### src/rtl/sprite_pkg.sv
// sprite_pkg
//   Types and constants for the sprite colour-index RAM. Both the loader and the
//   pixel draw path use them to form addresses.
//   Contents:
//     SPRITE_W / SPRITE_H / SPRITE_PIXELS  sprite geometry (20x20 = 400 pixels)
//     color_idx_t                          4-bit colour index
//     loader_state_e                       loader FSM states
//     slot_base()                          slot*400 built from shifts and adds
package sprite_pkg;

  localparam int SPRITE_W      = 20;
  localparam int SPRITE_H      = 20;
  localparam int SPRITE_PIXELS = SPRITE_W * SPRITE_H;

  typedef logic [3:0] color_idx_t;

  typedef enum logic [2:0] {
    ST_IDLE,
    ST_CHECK,
    ST_LO,
    ST_HI,
    ST_DONE
  } loader_state_e;

  // 400 = 256 + 128 + 16, so no multiplier is needed.
  function automatic logic [15:0] slot_base(input logic [5:0] slot);
    logic [15:0] s;
    s = {10'b0, slot};
    return (s << 8) + (s << 7) + (s << 4);
  endfunction

endpackage

### src/rtl/sprite_ram_loader_if.sv
// sprite_ram_loader_if
//   Groups the byte-stream handshake and the RAM write port of the loader.
//   Signals:
//     in_data  [7:0]    {pixel n+1, pixel n} colour indices
//     in_valid          in_data valid
//     in_ready          byte accepted when in_valid & in_ready
//     wr_en             RAM write strobe
//     wr_addr [ADDR_W]  linear RAM address
//     wr_data [3:0]     colour index to write
//   Modports:
//     master  data source / RAM side (drives the stream, observes writes)
//     slave   the loader (consumes the stream, drives the write port)
interface sprite_ram_loader_if
  import sprite_pkg::*;
#(
  parameter int ADDR_W = 16
) ();

  logic [7:0]        in_data;
  logic              in_valid;
  logic              in_ready;
  logic              wr_en;
  logic [ADDR_W-1:0] wr_addr;
  color_idx_t        wr_data;

  modport master (
    output in_data, in_valid,
    input  in_ready, wr_en, wr_addr, wr_data
  );

  modport slave (
    input  in_data, in_valid,
    output in_ready, wr_en, wr_addr, wr_data
  );

endinterface

### src/rtl/sprite_addr_gen.sv
// sprite_addr_gen
//   Column/row/slot counters plus the linear RAM address they imply.
//   Ports:
//     Clk, Reset_n        clock, asynchronous active-low reset
//     load                set counters to (slot_first, row 0, col 0), address to slot_first*400
//     inc                 advance one pixel; address always steps by one
//     slot_first [5:0]    first slot of the load
//     slot_last  [5:0]    last slot of the load
//     addr [ADDR_W]       address of the current pixel
//     last                current pixel is the final pixel of slot_last
module sprite_addr_gen
  import sprite_pkg::*;
#(
  parameter int ADDR_W = 16
) (
  input  logic              Clk,
  input  logic              Reset_n,
  input  logic              load,
  input  logic              inc,
  input  logic [5:0]        slot_first,
  input  logic [5:0]        slot_last,
  output logic [ADDR_W-1:0] addr,
  output logic              last
);

  logic [4:0] col;
  logic [4:0] row;
  logic [5:0] slot;
  logic [5:0] slot_end;

  logic col_wrap;
  logic row_wrap;

  always_comb begin
    col_wrap = (col == 5'(SPRITE_W - 1));
    row_wrap = (row == 5'(SPRITE_H - 1));
    last     = col_wrap && row_wrap && (slot == slot_end);
  end

  always_ff @(posedge Clk or negedge Reset_n) begin
    if (!Reset_n) begin
      col      <= '0;
      row      <= '0;
      slot     <= '0;
      slot_end <= '0;
      addr     <= '0;
    end else if (load) begin
      col      <= '0;
      row      <= '0;
      slot     <= slot_first;
      slot_end <= slot_last;
      addr     <= ADDR_W'(slot_base(slot_first));
    end else if (inc) begin
      // Slots are stored back to back, so the linear address needs no
      // correction at row or slot boundaries; the counters only track position.
      addr <= addr + 1'b1;
      if (col_wrap) begin
        col <= '0;
        if (row_wrap) begin
          row  <= '0;
          slot <= slot + 1'b1;
        end else begin
          row <= row + 1'b1;
        end
      end else begin
        col <= col + 1'b1;
      end
    end
  end

endmodule

### src/rtl/sprite_ram_loader.sv
// sprite_ram_loader
//   Write side of the sprite colour-index RAM. Takes a byte stream (two colour
//   indices per byte, low nibble first) and writes consecutive 20x20 sprite slots
//   starting at sprite_first.
//   Parameters: NUM_SPRITES (slots in RAM), ADDR_W (RAM address width).
//   Ports:
//     Clk, Reset_n          clock, asynchronous active-low reset
//     start                 1-cycle load request, sampled only when idle
//     sprite_first [5:0]    first slot to write
//     sprite_count [5:0]    number of consecutive slots
//     bus (slave)           stream handshake + RAM write port
//     busy                  high from accepted start until the done cycle
//     done                  1-cycle pulse at end of load
//     error                 sticky range error, cleared by next accepted start
//     checksum [7:0]        only with LOADER_CHECKSUM_EN: mod-256 sum of bytes
//                           accepted since the last start
//   Optional feature macro: LOADER_CHECKSUM_EN
module sprite_ram_loader
  import sprite_pkg::*;
#(
  parameter int NUM_SPRITES = 38,
  parameter int ADDR_W      = 16
) (
  input  logic                Clk,
  input  logic                Reset_n,
  input  logic                start,
  input  logic [5:0]          sprite_first,
  input  logic [5:0]          sprite_count,
  sprite_ram_loader_if.slave  bus,
  output logic                busy,
  output logic                done,
  output logic                error
`ifdef LOADER_CHECKSUM_EN
  ,
  output logic [7:0]          checksum
`endif
);

  loader_state_e     state;
  logic [5:0]        first_q;
  logic [5:0]        count_q;
  color_idx_t        hi_q;

  logic [6:0]        slot_end;
  logic              range_bad;
  logic              take;
  logic              ag_load;
  logic              ag_inc;
  logic [5:0]        ag_slot_last;
  logic [ADDR_W-1:0] ag_addr;
  logic              ag_last;

  always_comb begin
    slot_end     = {1'b0, first_q} + {1'b0, count_q};
    range_bad    = slot_end > 7'(NUM_SPRITES);
    ag_slot_last = first_q + count_q - 1'b1;
    take         = (state == ST_LO) && bus.in_valid && bus.in_ready;
    ag_load      = (state == ST_CHECK) && (count_q != '0) && !range_bad;
    ag_inc       = take || (state == ST_HI);
  end

  sprite_addr_gen #(
    .ADDR_W(ADDR_W)
  ) u_addr_gen (
    .Clk       (Clk),
    .Reset_n   (Reset_n),
    .load      (ag_load),
    .inc       (ag_inc),
    .slot_first(first_q),
    .slot_last (ag_slot_last),
    .addr      (ag_addr),
    .last      (ag_last)
  );

  always_ff @(posedge Clk or negedge Reset_n) begin
    if (!Reset_n) begin
      state        <= ST_IDLE;
      first_q      <= '0;
      count_q      <= '0;
      hi_q         <= '0;
      bus.in_ready <= 1'b0;
      bus.wr_en    <= 1'b0;
      bus.wr_addr  <= '0;
      bus.wr_data  <= '0;
      busy         <= 1'b0;
      done         <= 1'b0;
      error        <= 1'b0;
    end else begin
      done      <= 1'b0;
      bus.wr_en <= 1'b0;
      unique case (state)
        ST_IDLE: begin
          if (start) begin
            first_q <= sprite_first;
            count_q <= sprite_count;
            error   <= 1'b0;
            busy    <= 1'b1;
            state   <= ST_CHECK;
          end
        end
        ST_CHECK: begin
          if (count_q == '0) begin
            busy  <= 1'b0;
            done  <= 1'b1;
            state <= ST_DONE;
          end else if (range_bad) begin
            error <= 1'b1;
            busy  <= 1'b0;
            done  <= 1'b1;
            state <= ST_DONE;
          end else begin
            bus.in_ready <= 1'b1;
            state        <= ST_LO;
          end
        end
        ST_LO: begin
          // The low nibble goes straight out; only the high nibble is held
          // for the following cycle.
          if (take) begin
            hi_q         <= bus.in_data[7:4];
            bus.wr_en    <= 1'b1;
            bus.wr_addr  <= ag_addr;
            bus.wr_data  <= bus.in_data[3:0];
            bus.in_ready <= 1'b0;
            state        <= ST_HI;
          end
        end
        ST_HI: begin
          bus.wr_en   <= 1'b1;
          bus.wr_addr <= ag_addr;
          bus.wr_data <= hi_q;
          // Pixel totals are even, so the load can only end on a high nibble.
          if (ag_last) begin
            busy  <= 1'b0;
            done  <= 1'b1;
            state <= ST_DONE;
          end else begin
            bus.in_ready <= 1'b1;
            state        <= ST_LO;
          end
        end
        ST_DONE: begin
          state <= ST_IDLE;
        end
        default: begin
          state <= ST_IDLE;
        end
      endcase
    end
  end

`ifdef LOADER_CHECKSUM_EN
  always_ff @(posedge Clk or negedge Reset_n) begin
    if (!Reset_n) begin
      checksum <= '0;
    end else if (state == ST_IDLE && start) begin
      checksum <= '0;
    end else if (take) begin
      checksum <= checksum + bus.in_data;
    end
  end
`endif

endmodule

### src/flat_wrapper.sv
// flat-port wrapper written by rule: the top's interface ports become plain ports
module sprite_ram_loader_flat import sprite_pkg::*;
#(
  parameter int NUM_SPRITES = 38,
  parameter int ADDR_W      = 16
)
  (Clk, Reset_n, start, sprite_first, sprite_count, busy, done, error, bus_in_data, bus_in_valid, bus_in_ready, bus_wr_en, bus_wr_addr, bus_wr_data);
  sprite_ram_loader_if #(.ADDR_W(ADDR_W)) bus_i ();
  input  logic Clk;
  input  logic Reset_n;
  input  logic start;
  input  logic [5:0] sprite_first;
  input  logic [5:0] sprite_count;
  output logic busy;
  output logic done;
  output logic error;
  input wire logic [$bits(bus_i.in_data)-1:0] bus_in_data;
  input wire logic [$bits(bus_i.in_valid)-1:0] bus_in_valid;
  output wire logic [$bits(bus_i.in_ready)-1:0] bus_in_ready;
  output wire logic [$bits(bus_i.wr_en)-1:0] bus_wr_en;
  output wire logic [$bits(bus_i.wr_addr)-1:0] bus_wr_addr;
  output wire logic [$bits(bus_i.wr_data)-1:0] bus_wr_data;
  assign bus_i.in_data = bus_in_data;
  assign bus_i.in_valid = bus_in_valid;
  assign bus_in_ready = bus_i.in_ready;
  assign bus_wr_en = bus_i.wr_en;
  assign bus_wr_addr = bus_i.wr_addr;
  assign bus_wr_data = bus_i.wr_data;
  sprite_ram_loader #(.NUM_SPRITES(NUM_SPRITES), .ADDR_W(ADDR_W)) u_core (.Clk(Clk), .Reset_n(Reset_n), .start(start), .sprite_first(sprite_first), .sprite_count(sprite_count), .bus(bus_i), .busy(busy), .done(done), .error(error));
endmodule
### config.mk
export PLATFORM = sky130hd
export DESIGN_NAME = sprite_ram_loader_flat
export DESIGN_NICKNAME = d
export VERILOG_FILES = /design/src/rtl/sprite_pkg.sv /design/src/rtl/sprite_ram_loader_if.sv /design/src/rtl/sprite_addr_gen.sv /design/src/rtl/sprite_ram_loader.sv /design/src/flat_wrapper.sv
export SDC_FILE = /design/constraint.sdc
export NUM_CORES = 1
export LEC_CHECK = 0
export CAP_MARGIN = 20
export CORE_ASPECT_RATIO = 0.9
export CORE_MARGIN = 2
export CORE_UTILIZATION = 57
export CTS_CLUSTER_DIAMETER = 100
export DETAILED_ROUTE_END_ITERATION = 8
export GPL_TIMING_DRIVEN = 0
export PLACE_DENSITY = 0.79
export SLEW_MARGIN = 15
export SYNTH_ARGS = -nofsm -noshare
export SYNTH_HDL_FRONTEND = slang
export SYNTH_SLANG_ARGS = --single-unit
### constraint.sdc
create_clock -name Clk -period 2.9 [get_ports Clk]
set_clock_uncertainty 0.15 [all_clocks]
set_input_delay 0.58 -clock Clk [delete_from_list [all_inputs] [get_ports Clk]]
set_output_delay 0.58 -clock Clk [all_outputs]
set_load 0.005 [all_outputs]
==> impl_metrics.csv, run 1 <==
group,metric,value,unit
run_status,status,"finished, final reports clean",
layout,final_common_cell,"nand2_1",
synth,synthFlopType,"dfrtp_1",
synth,syn-instance-count,491,
grt,grt_pass1_vias,3721,
pwr,power.share.sequential,0.311,
grt,grt-ovfl-total,0,
clock_tree,htreeDepth,3,
clock_tree,cts_inserted_buffers,9,
routing,routed_wl,10500,µm
synth,synth.avg_cell_area,9.49,µm²
grt,grt_util_all_layers,0.244,
worst_setup_path,critPathArrivalTime,2880,ps
clock_tree,cts_tree,"yes",
floorplan,die_w,99.3,µm
synth,seq_area_frac_synth,0.440,
synth,synth_seq_cells,82,
clock_tree,cts_root_buf,"clkbuf_8",
synth,synth_async_sr_flop_share,1.00,
placed_design,numPortBuffers,48,
sta,period_share,0.968,
layout,fillCellCount,619,
pwr,p_comb_frac,0.558,
sta,hold_viol,0,
synth,syn_nets,549,
grt,grt_pass1_wl,17600,µm
grt,antenna_found_initial,0,
min_path,hold_path_class,"input port to asynchronous set/reset pin",
floorplan,start_util,0.583,
clock_tree,insertion_delay,350,ps
layout,drive_gt1_frac,0.0769,
sta,holdWs,1.20,ps
layout,insertedDiodeCount,0,
flow_run,max_cap_violations,0,
worst_setup_path,rr_worst_depth,9,
floorplan,ioPinCount,49,
sta,fin_crit,2810,ps
floorplan,coreArea,7990,µm²
floorplan,die_y,89.8,µm
routing,drt_iter0_markers,196,
synth,synthDistinctLibCells,53,
layout,utilization,0.694,
sta,fin_tns_setup,0,ps
sta,worstMarginPinSlew,955,ps
worst_setup_path,startpoint_type,"register",
sta,fmax,356,MHz
floorplan,dieArea,8920,µm²
placed_design,gp_routability_congestion,0.895,
pwr,switching_power,3.00,mW
grt,grt_start_max_net_pins,54,
routing,drtAntennaViolNets,0,
placed_design,post-dp-hpwl,7680,µm
floorplan,row_count,31,
sta,drv_slew,0,
pwr,internal_power,3.88,mW
pwr,leakagePower,2.59,nW
routing,wl_per_cell,15.9,µm
pwr,swShare,0.436,
layout,syn2layout_area_growth,19.0,%
synth,synth.cell_area,4660,µm²
clock_tree,clockBufferDepth,2,
placed_design,pre_cts_ws,-36.2,ps
pwr,vdd_drop_max,0.943,mV
synth,synth-edff-count,0,
worst_setup_path,cp.required,2980,ps
sta,final-setup-viol-count,0,
worst_setup_path,critical_path_class,"register to register",
routing,vias,3703,
routing,via_per_inst,5.63,
layout,fin_nets,612,
clock_tree,cts_sinks,82,
placed_design,placed_area,5290,µm²
pwr,pwr-share-clk,0.131,
routing,drt-pass1-iter-count,5,
sta,setup_slack,92.6,ps
sta,slew_headroom,0.362,
routing,drc,0,
worst_setup_path,critical_path.max_fanout,10,
worst_setup_path,cp-end-kind,"register",
clock_tree,clk_pin_slew_worst_paths,90,ps
synth,yosysWarnings,0,
layout,layout_common_cells,"nand2_1, dfrtp_1, clkdlybuf4s50_1",
layout,design_area,5550,µm²
pwr,p_per_area,1240,nW/µm²
## Yosys cell counts (all sizes together), types with 3 or more instances
cell | count | area share
a21oi | 29 | 0.031
dfrtp | 82 | 0.44
nor3 | 9 | 0.0097
and3 | 7 | 0.0094
and2 | 3 | 0.0040
o211ai | 4 | 0.0064
ha | 29 | 0.078
a21o | 7 | 0.011
nand4 | 6 | 0.0081
nand2 | 93 | 0.075
o21ai | 26 | 0.028
fa | 5 | 0.021
nand3 | 12 | 0.013
mux2 | 13 | 0.031
a211oi | 9 | 0.018
clkbuf | 10 | 0.0081
buf | 7 | 0.011
xor2 | 22 | 0.041
mux2i | 8 | 0.017
xnor2 | 6 | 0.011
nand2b | 5 | 0.0067
inv | 33 | 0.027
o22ai | 3 | 0.0040
and4 | 3 | 0.0056
nor4 | 3 | 0.0072
a31oi | 4 | 0.0054
nor2 | 24 | 0.019
nor2b | 5 | 0.0067
## cell type report
class / instances / area [µm²] / area share
Timing Repair Buffer: 52 / 528 / 0.0952
Tap cell: 99 / 124 / 0.0223
Buffer: 17 / 91.3 / 0.0165
Clock inverter: 4 / 76.3 / 0.0138
Multi-Input combinational cell: 359 / 2410 / 0.435
Sequential cell: 82 / 2060 / 0.371
Inverter: 33 / 124 / 0.0223
Clock buffer: 12 / 135 / 0.0244
## routing by layer
| layer | vias up | GRT usage | part of all wire |
|---|---|---|---|
| li1 | 1815 | - | - |
| met1 | 1794 | 0.336 | 0.46 |
| met2 | 78 | 0.403 | 0.49 |
| met3 | 16 | 0.0319 | 0.034 |
| met4 | 0 | 0.0753 | 0.015 |
| met5 | - | 0 | 0 |
## logic make-up after synthesis
group / share of synthesized area
adder cells (fa/ha/maj): 0.0993
AO/OA/AOI/OAI: 0.133
flip-flops: 0.440
XOR/XNOR: 0.0526
buffers and inverters: 0.0456
multiplexers: 0.0486
AND/OR/NAND/NOR: 0.181
## power groups by stage
stage | Sequential [mW] | Clock, mW | Combinational, mW
4_1_cts | 2.14 | 0.913 | 3.75
3_5_place_dp | 2.15 | 0 | 3.72
2_1_floorplan | 2.04 | 0 | 2.65
6_report | 2.14 | 0.903 | 3.84
5_1_grt | 2.22 | 0.953 | 4.27
3_3_place_gp | 2.12 | 0 | 3.55
## worst paths after layout
kind / start / end / slack (ps)
worst max-delay path: u_core.first_q[1] / u_core.u_addr_gen.slot[5] / 90
worst min-delay path: Reset_n / u_core.bus.wr_addr[15] / 1
worst max register to register: u_core.first_q[1] / u_core.u_addr_gen.slot[5] / 90
worst min register to register: u_core.bus.wr_addr[12] / u_core.bus.wr_addr[12] / 330
max in group asynchronous: Reset_n / u_core.count_q[1] / 1970
min in group Clk: u_core.bus.wr_addr[12] / u_core.bus.wr_addr[12] / 330
## timing repair
action | CTS | global route
setup buffers | 0 | 3
hold buffers | 0 | 0
resized for setup | 1 | 7
endpoints found under the setup margin | 19 | 37
pin swaps | 0 | 1
## critical path, stage by stage, from the launching register on
cell	delay, ps
dfrtp_2	430
inv_1	80
ha_1	330
a21o_1	230
a2111oi_4	370
o311ai_1	150
a31oi_1	240
and2_1	160
buf_4	200
mux2_1	340
## sequential cells by signal (all words and copies together), names as in the netlist
name / cells
u_core.busy: 1
u_core.hi_q: 4
u_core.bus.wr_addr: 16
u_core.first_q: 6
u_core.u_addr_gen.slot_end: 6
u_core.u_addr_gen.row: 5
u_core.u_addr_gen.col: 5
u_core.u_addr_gen.slot: 6
u_core.bus.in_ready: 1
u_core.u_addr_gen.addr: 16
u_core.bus.wr_data: 4
u_core.bus.wr_en: 1
u_core.state: 3
u_core.error: 1
u_core.count_q: 6
u_core.done: 1
## metrics by stage
step	total power, mW	std cells
floorplan	4.68	491
global placement	5.67	638
detailed placement	5.87	639
CTS	6.80	655
global route	7.44	658
finish	6.88	658
Note: power is estimated with default switching activity, not from simulation.
==> inputs of run 2 (changes only) <==
--- a/config.mk
+++ b/config.mk
@@ -13,6 +13,7 @@
 export DETAILED_ROUTE_END_ITERATION = 8
 export GPL_TIMING_DRIVEN = 0
 export PLACE_DENSITY = 0.79
+export REMOVE_ABC_BUFFERS = 1
 export SLEW_MARGIN = 15
 export SYNTH_ARGS = -nofsm -noshare
 export SYNTH_HDL_FRONTEND = slang
==> run 2 against run 1 <==
  * Worst hold slack improved by 330 ps
  * Sequential power about the same
  * Sequential share of layout area decreased by 0.41 points
  * Combinational power increased by 9.1%
  * Final cell count decreased by 0.46%
  * Critical path type unchanged
==> impl_metrics.csv, run 2 (synthesis gave the netlist of run 1 again) <==
group,metric,value,unit
worst_setup_path,critPathArrivalTime,2860,ps
sta,slew_headroom,0.391,
layout,stdcell_count,655,
floorplan,row_count,31,
clock_tree,cts_root_buf,"clkbuf_8",
clock_tree,cts_tree,"yes",
worst_setup_path,critPathMaxStageDelay,460,ps
layout,drive_gt1_frac,0.122,
floorplan,coreArea,7990,µm²
layout,utilization,0.703,
pwr,internal_power,3.94,mW
routing,drc,0,
worst_setup_path,cp.buffers_inverters,1,
placed_design,pre_cts_ws,-944,ps
worst_setup_path,cp-end-kind,"register",
routing,via_per_inst,5.64,
pwr,p_comb_frac,0.593,
sta,setup_slack,132,ps
placed_design,post-dp-hpwl,6750,µm
floorplan,dieArea,8920,µm²
placed_design,numPortBuffers,48,
worst_setup_path,critical_path_class,"register to register",
layout,syn2layout_area_growth,20.5,%
layout,fillCellCount,611,
sta,period_share,0.955,
layout,fin_nets,609,
worst_setup_path,cp.required,3000,ps
pwr,leakagePower,2.59,nW
routing,drt_iter0_markers,180,
layout,layout_common_cells,"nand2_1, dfrtp_1, clkdlybuf4s50_1",
clock_tree,cts_inserted_buffers,9,
pwr,pwr-share-clk,0.105,
clock_tree,htreeDepth,3,
layout,insertedDiodeCount,0,
floorplan,die_w,99.3,µm
sta,worstMarginPinSlew,913,ps
sta,hold_viol,0,
clock_tree,insertion_delay,370,ps
clock_tree,clockBufferDepth,2,
grt,grt_util_all_layers,0.244,
grt,grt_pass1_wl,17700,µm
min_path,hold_path_class,"register to register",
pwr,p_per_area,1260,nW/µm²
pwr,swShare,0.443,
worst_setup_path,crit_chain,"ha_2 -> fa_2 -> and3b_1 -> a221o_1 -> nand3_1 -> a31oi_4 -> buf_8 -> and2_4 -> mux2_1",
placed_design,gp_routability_congestion,0.882,
placed_design,place_inst,624,
routing,drtAntennaViolNets,0,
routing,routed_wl,10200,µm
layout,final_common_cell,"nand2_1",
pwr,power.share.sequential,0.301,
worst_setup_path,crit_family,"adder cells",
routing,vias,3695,
pwr,fin_total_pwr,7.07,mW
sta,fmax,361,MHz
worst_setup_path,critical_path.max_fanout,8,
floorplan,die_y,89.8,µm
clock_tree,clk_pin_slew_worst_paths,90,ps
grt,grt_start_max_net_pins,61,
floorplan,start_util,0.583,
routing,drt-pass1-iter-count,4,
pwr,switching_power,3.13,mW
clock_tree,cts_sinks,82,
grt,grt_pass1_vias,3646,
grt,grt-ovfl-total,0,
worst_setup_path,cpMaxStageDelayCell,"dfrtp_2",
routing,wl_per_cell,15.5,µm
flow_run,max_cap_violations,0,
sta,fin_crit,2770,ps
pwr,vdd_drop_max,0.778,mV
layout,largestRegisters,"u_core.bus.wr_addr (16), u_core.u_addr_gen.addr (16)",
sta,drv_slew,0,
run_status,status,"finished, final reports clean",
worst_setup_path,startpoint_type,"register",
sta,final-setup-viol-count,0,
grt,antenna_found_initial,0,
floorplan,ioPinCount,49,
## run 2: cell types whose count changed in the layout (fill, tap and decap cells not counted), moves of 3 or more
cell	delta
and2_4	+3
clkbuf_1	-12
dfrtp_1	-3
dfrtp_2	+3
ha_1	-5
ha_2	+4
## run 2: final timing paths
check                      slack [ps]                   from  cells after the start                    endpoint
hold reg to reg                   330  u_core.bus.wr_addr[8]                      2       u_core.bus.wr_addr[8]
setup / recovery                  130      u_core.first_q[0]                      9   u_core.u_addr_gen.addr[7]
setup reg to reg                  130      u_core.first_q[0]                      9   u_core.u_addr_gen.addr[7]
max in group asynchronous        1480                Reset_n                      3           u_core.first_q[2]
min in group asynchronous         500                Reset_n                      2  u_core.u_addr_gen.addr[12]
hold / removal                    330  u_core.bus.wr_addr[8]                      2       u_core.bus.wr_addr[8]
## run 2: timing repair
item | CTS | global route
gates cloned | 3 | 0
pin swaps | 1 | 4
hold buffers | 1 | 0
resized for setup | 10 | 16
buffers inserted | 5 | 6
endpoints found under the hold margin | 22 | 0
endpoints found under the setup margin | 43 | 41
## run 2: area by class of cell
type	count	area [µm²]	share of cell area
Clock inverter	6	42.5	0.00757
Timing Repair inverter	1	5.00	0.000891
Tap cell	99	124	0.0220
Inverter	33	128	0.0227
Multi-Input combinational cell	361	2500	0.445
Clock buffer	10	128	0.0227
Timing Repair Buffer	63	631	0.112
Sequential cell	82	2060	0.367
## run 2: metrics by stage
stage	area (µm²)	hold WS, ps	TNS, ps
2_1_floorplan	4570	134	-32690
3_3_place_gp	5180	307	-247440
3_5_place_dp	5240	314	-33030
4_1_cts	5530	334	0
5_1_grt	5620	355	-13.8
6_report	5620	327	0
## run 2: power groups by stage
stage	clock network, mW	registers, mW	logic (mW)
6_report	0.746	2.13	4.19
5_1_grt	0.804	2.20	4.73
4_1_cts	0.765	2.12	3.89
3_5_place_dp	0	2.15	3.60
3_3_place_gp	0	2.11	3.28
2_1_floorplan	0	2.04	2.51
## run 2: metal layers
layer  track usage  up-vias  wire length, µm
li1              -     1814                -
met1         0.336     1785             4610
met2         0.399       83             4990
met3        0.0428       13              410
met4        0.0662        0              163
met5             0        -                0
## run 2: tightest hold or removal path, delay by kind of cell (launching register included)
family	cells	cell delay [ps]
flip-flops	1	350
AND/OR/NAND/NOR	2	100
==> inputs of run 3 (changes only) <==
--- a/config.mk
+++ b/config.mk
@@ -13,6 +13,7 @@
 export DETAILED_ROUTE_END_ITERATION = 8
 export GPL_TIMING_DRIVEN = 0
 export PLACE_DENSITY = 0.79
+export RECOVER_POWER = 50
 export REMOVE_ABC_BUFFERS = 1
 export SLEW_MARGIN = 15
 export SYNTH_ARGS = -nofsm -noshare
==> run 3 against run 2 <==
  * Routed wire length shrank 0.13%
  * Combinational power is essentially flat
  * First-iteration DRC count grew 12%
  * Via count shrank 0.30%
  * Sequential cell count is the same
  * Sequential power is essentially flat
  * Largest cell class unchanged
  * Core utilization shrank 0.11 points
  * Critical path type unchanged
  * Sequential share of layout area grew 0.057 points
  * Worst hold slack lost 3.9 ps
  * Critical endpoint unchanged
==> impl_metrics.csv, run 3 (synthesis gave the netlist of run 1 again) <==
group,metric,value,unit
flow_run,max_cap_violations,0,
worst_setup_path,crit_family,"adder cells",
clock_tree,cts_inserted_buffers,9,
grt,gr-usage-met3,0.0428,
clock_tree,insertion_delay,370,ps
run_status,status,"finished, final reports clean",
layout,drive_gt1_frac,0.119,
floorplan,row_count,31,
worst_setup_path,worstReg2RegStart,"u_core.first_q[0]",
floorplan,die_y,89.8,µm
worst_setup_path,startpoint_type,"register",
worst_setup_path,critical_path_class,"register to register",
worst_setup_path,reg2reg_slack,130,ps
floorplan,coreArea,7990,µm²
placed_design,place_inst,624,
grt,grt_start_max_net_pins,61,
worst_setup_path,cpMaxStageDelayCell,"dfrtp_2",
pwr,p_per_area,1260,nW/µm²
worst_setup_path,cp.required,3000,ps
worst_setup_path,cp-end-kind,"register",
clock_tree,cts_root_buf,"clkbuf_8",
routing,vias,3684,
layout,layout_common_cells,"nand2_1, dfrtp_1, clkdlybuf4s50_1",
pwr,vdd_drop_max,0.776,mV
sta,final-setup-viol-count,0,
clock_tree,htreeDepth,3,
worst_setup_path,rr_worst_depth,9,
min_path,holdPathEnd,"u_core.bus.wr_addr[13]",
placed_design,numPortBuffers,48,
grt,met2_usage,0.399,
placed_design,gp_routability_congestion,0.882,
layout,final_common_cell,"nand2_1",
grt,grt-busiest-layer,"met2",
worst_setup_path,crit_chain,"ha_2 -> fa_2 -> and3b_1 -> a221o_1 -> nand3_1 -> a31oi_4 -> buf_8 -> and2_4 -> mux2_1",
worst_setup_path,critical_path.max_fanout,8,
floorplan,die_w,99.3,µm
floorplan,ioPinCount,49,
sta,hold_viol,0,
floorplan,dieArea,8920,µm²
clock_tree,cts_sinks,82,
grt,grt_pass1_wl,17700,µm
routing,drt_iter0_markers,201,
layout,insertedDiodeCount,0,
routing,wl_per_cell,15.5,µm
sta,period_share,0.956,
clock_tree,cts_tree,"yes",
worst_setup_path,critPathArrivalTime,2870,ps
routing,drt-pass1-iter-count,4,
min_path,min_from,"u_core.bus.wr_addr[13]",
grt,antenna_found_initial,0,
worst_setup_path,critPathMaxStageDelay,460,ps
sta,drv_slew,0,
min_path,hold_path_depth,2,
layout,syn2layout_area_growth,20.3,%
routing,drtAntennaViolNets,0,
sta,setup_slack,129,ps
sta,slew_headroom,0.0656,
sta,worstMarginPinSlew,1400,ps
layout,stdcell_count,655,
sta,fin_crit,2770,ps
placed_design,pre_cts_ws,-944,ps
min_path,hold_path_class,"register to register",
grt,grt_pass1_vias,3646,
routing,routed_wl,10200,µm
placed_design,post-dp-hpwl,6750,µm
pwr,leakagePower,2.59,nW
grt,grtUsageMet1,0.336,
sta,fmax,361,MHz
sta,fin_tns_setup,0,ps
grt,grt_util_all_layers,0.244,
layout,largestRegisters,"u_core.bus.wr_addr (16), u_core.u_addr_gen.addr (16)",
grt,grt-ovfl-total,0,
clock_tree,clk_pin_slew_worst_paths,90,ps
layout,fillCellCount,614,
routing,via_per_inst,5.62,
floorplan,start_util,0.583,
worst_setup_path,worst_r2r_endpoint,"u_core.u_addr_gen.addr[7]",
routing,drc,0,
layout,fin_nets,609,
clock_tree,clockBufferDepth,2,
worst_setup_path,cp.buffers_inverters,1,
==> run 3: cell count changes in the layout (fill, tap and decap cells not counted) <==
cell / delta
dlygate4sd3_1: +6
nor3b_2: -1
buf_4: -1
clkdlybuf4s50_1: -6
nor3b_1: +1
clkbuf_1: +1
==> run 3: how the worst max path moves through the flow <==
stage	start	to	slack, ps	cells past startpoint
after floorplan	u_core.first_q[1]	u_core.u_addr_gen.addr[7]	-1050	8
after global placement	u_core.first_q[1]	u_core.u_addr_gen.slot[5]	-2140	8
after detailed placement	u_core.first_q[1]	u_core.u_addr_gen.slot_end[1]	-940	9
after CTS	u_core.first_q[0]	u_core.u_addr_gen.slot[5]	4	9
after global routing	u_core.first_q[0]	u_core.u_addr_gen.slot[5]	-9	9
final	u_core.first_q[0]	u_core.u_addr_gen.addr[7]	130	9
==> run 3: worst reg2reg max path, stage by stage (launching register included) <==
cell     delay, ps
dfrtp_2        460
ha_2           230
fa_2           390
and3b_1        220
a221o_1        150
nand3_1        120
a31oi_4        240
buf_8          150
and2_4         200
mux2_1         330
==> run 3: layout make-up <==
cell class	instances	area, µm²	area share
Clock inverter	6	42.5	0.00758
Timing Repair Buffer	63	627	0.112
Inverter	33	128	0.0228
Tap cell	99	124	0.0221
Timing Repair inverter	1	5.00	0.000892
Multi-Input combinational cell	361	2500	0.445
Sequential cell	82	2060	0.367
Clock buffer	10	128	0.0228
==> run 3: metrics by stage <==
step / hold slack [ps] / total power [mW] / area [µm²] / utilization
after floorplan: 134 / 4.55 / 4570 / -
after CTS: 334 / 6.77 / 5530 / 0.692
after global placement: 307 / 5.38 / 5180 / 0.648
after global routing: 355 / 7.73 / 5610 / 0.702
final: 323 / 7.05 / 5610 / 0.702
after detailed placement: 314 / 5.75 / 5240 / 0.656
==> run 3: timing repair <==
item	4_1_cts	5_1_grt
gates cloned	3	0
setup endpoints to repair	43	41
buffers inserted	5	6
endpoints found under the hold margin	22	0
hold buffers	1	0
gates resized for setup	10	16
pin swaps	1	4
==> run 3: power by group <==
part | switching, mW | internal [mW] | total [mW]
clock network | 0.434 | 0.312 | 0.746
registers | 0.477 | 1.65 | 2.13
logic | 2.21 | 1.96 | 4.18
total | 3.12 | 3.93 | 7.05
==> run 3: per-layer routing <==
metal  up-vias  part of all wire  routed length (µm)
li1       1812                 -                   -
met3        11             0.045                 462
met2        77              0.49                4970
met1      1784              0.45                4570
met4         0             0.016                 164
met5         -                 0                   0
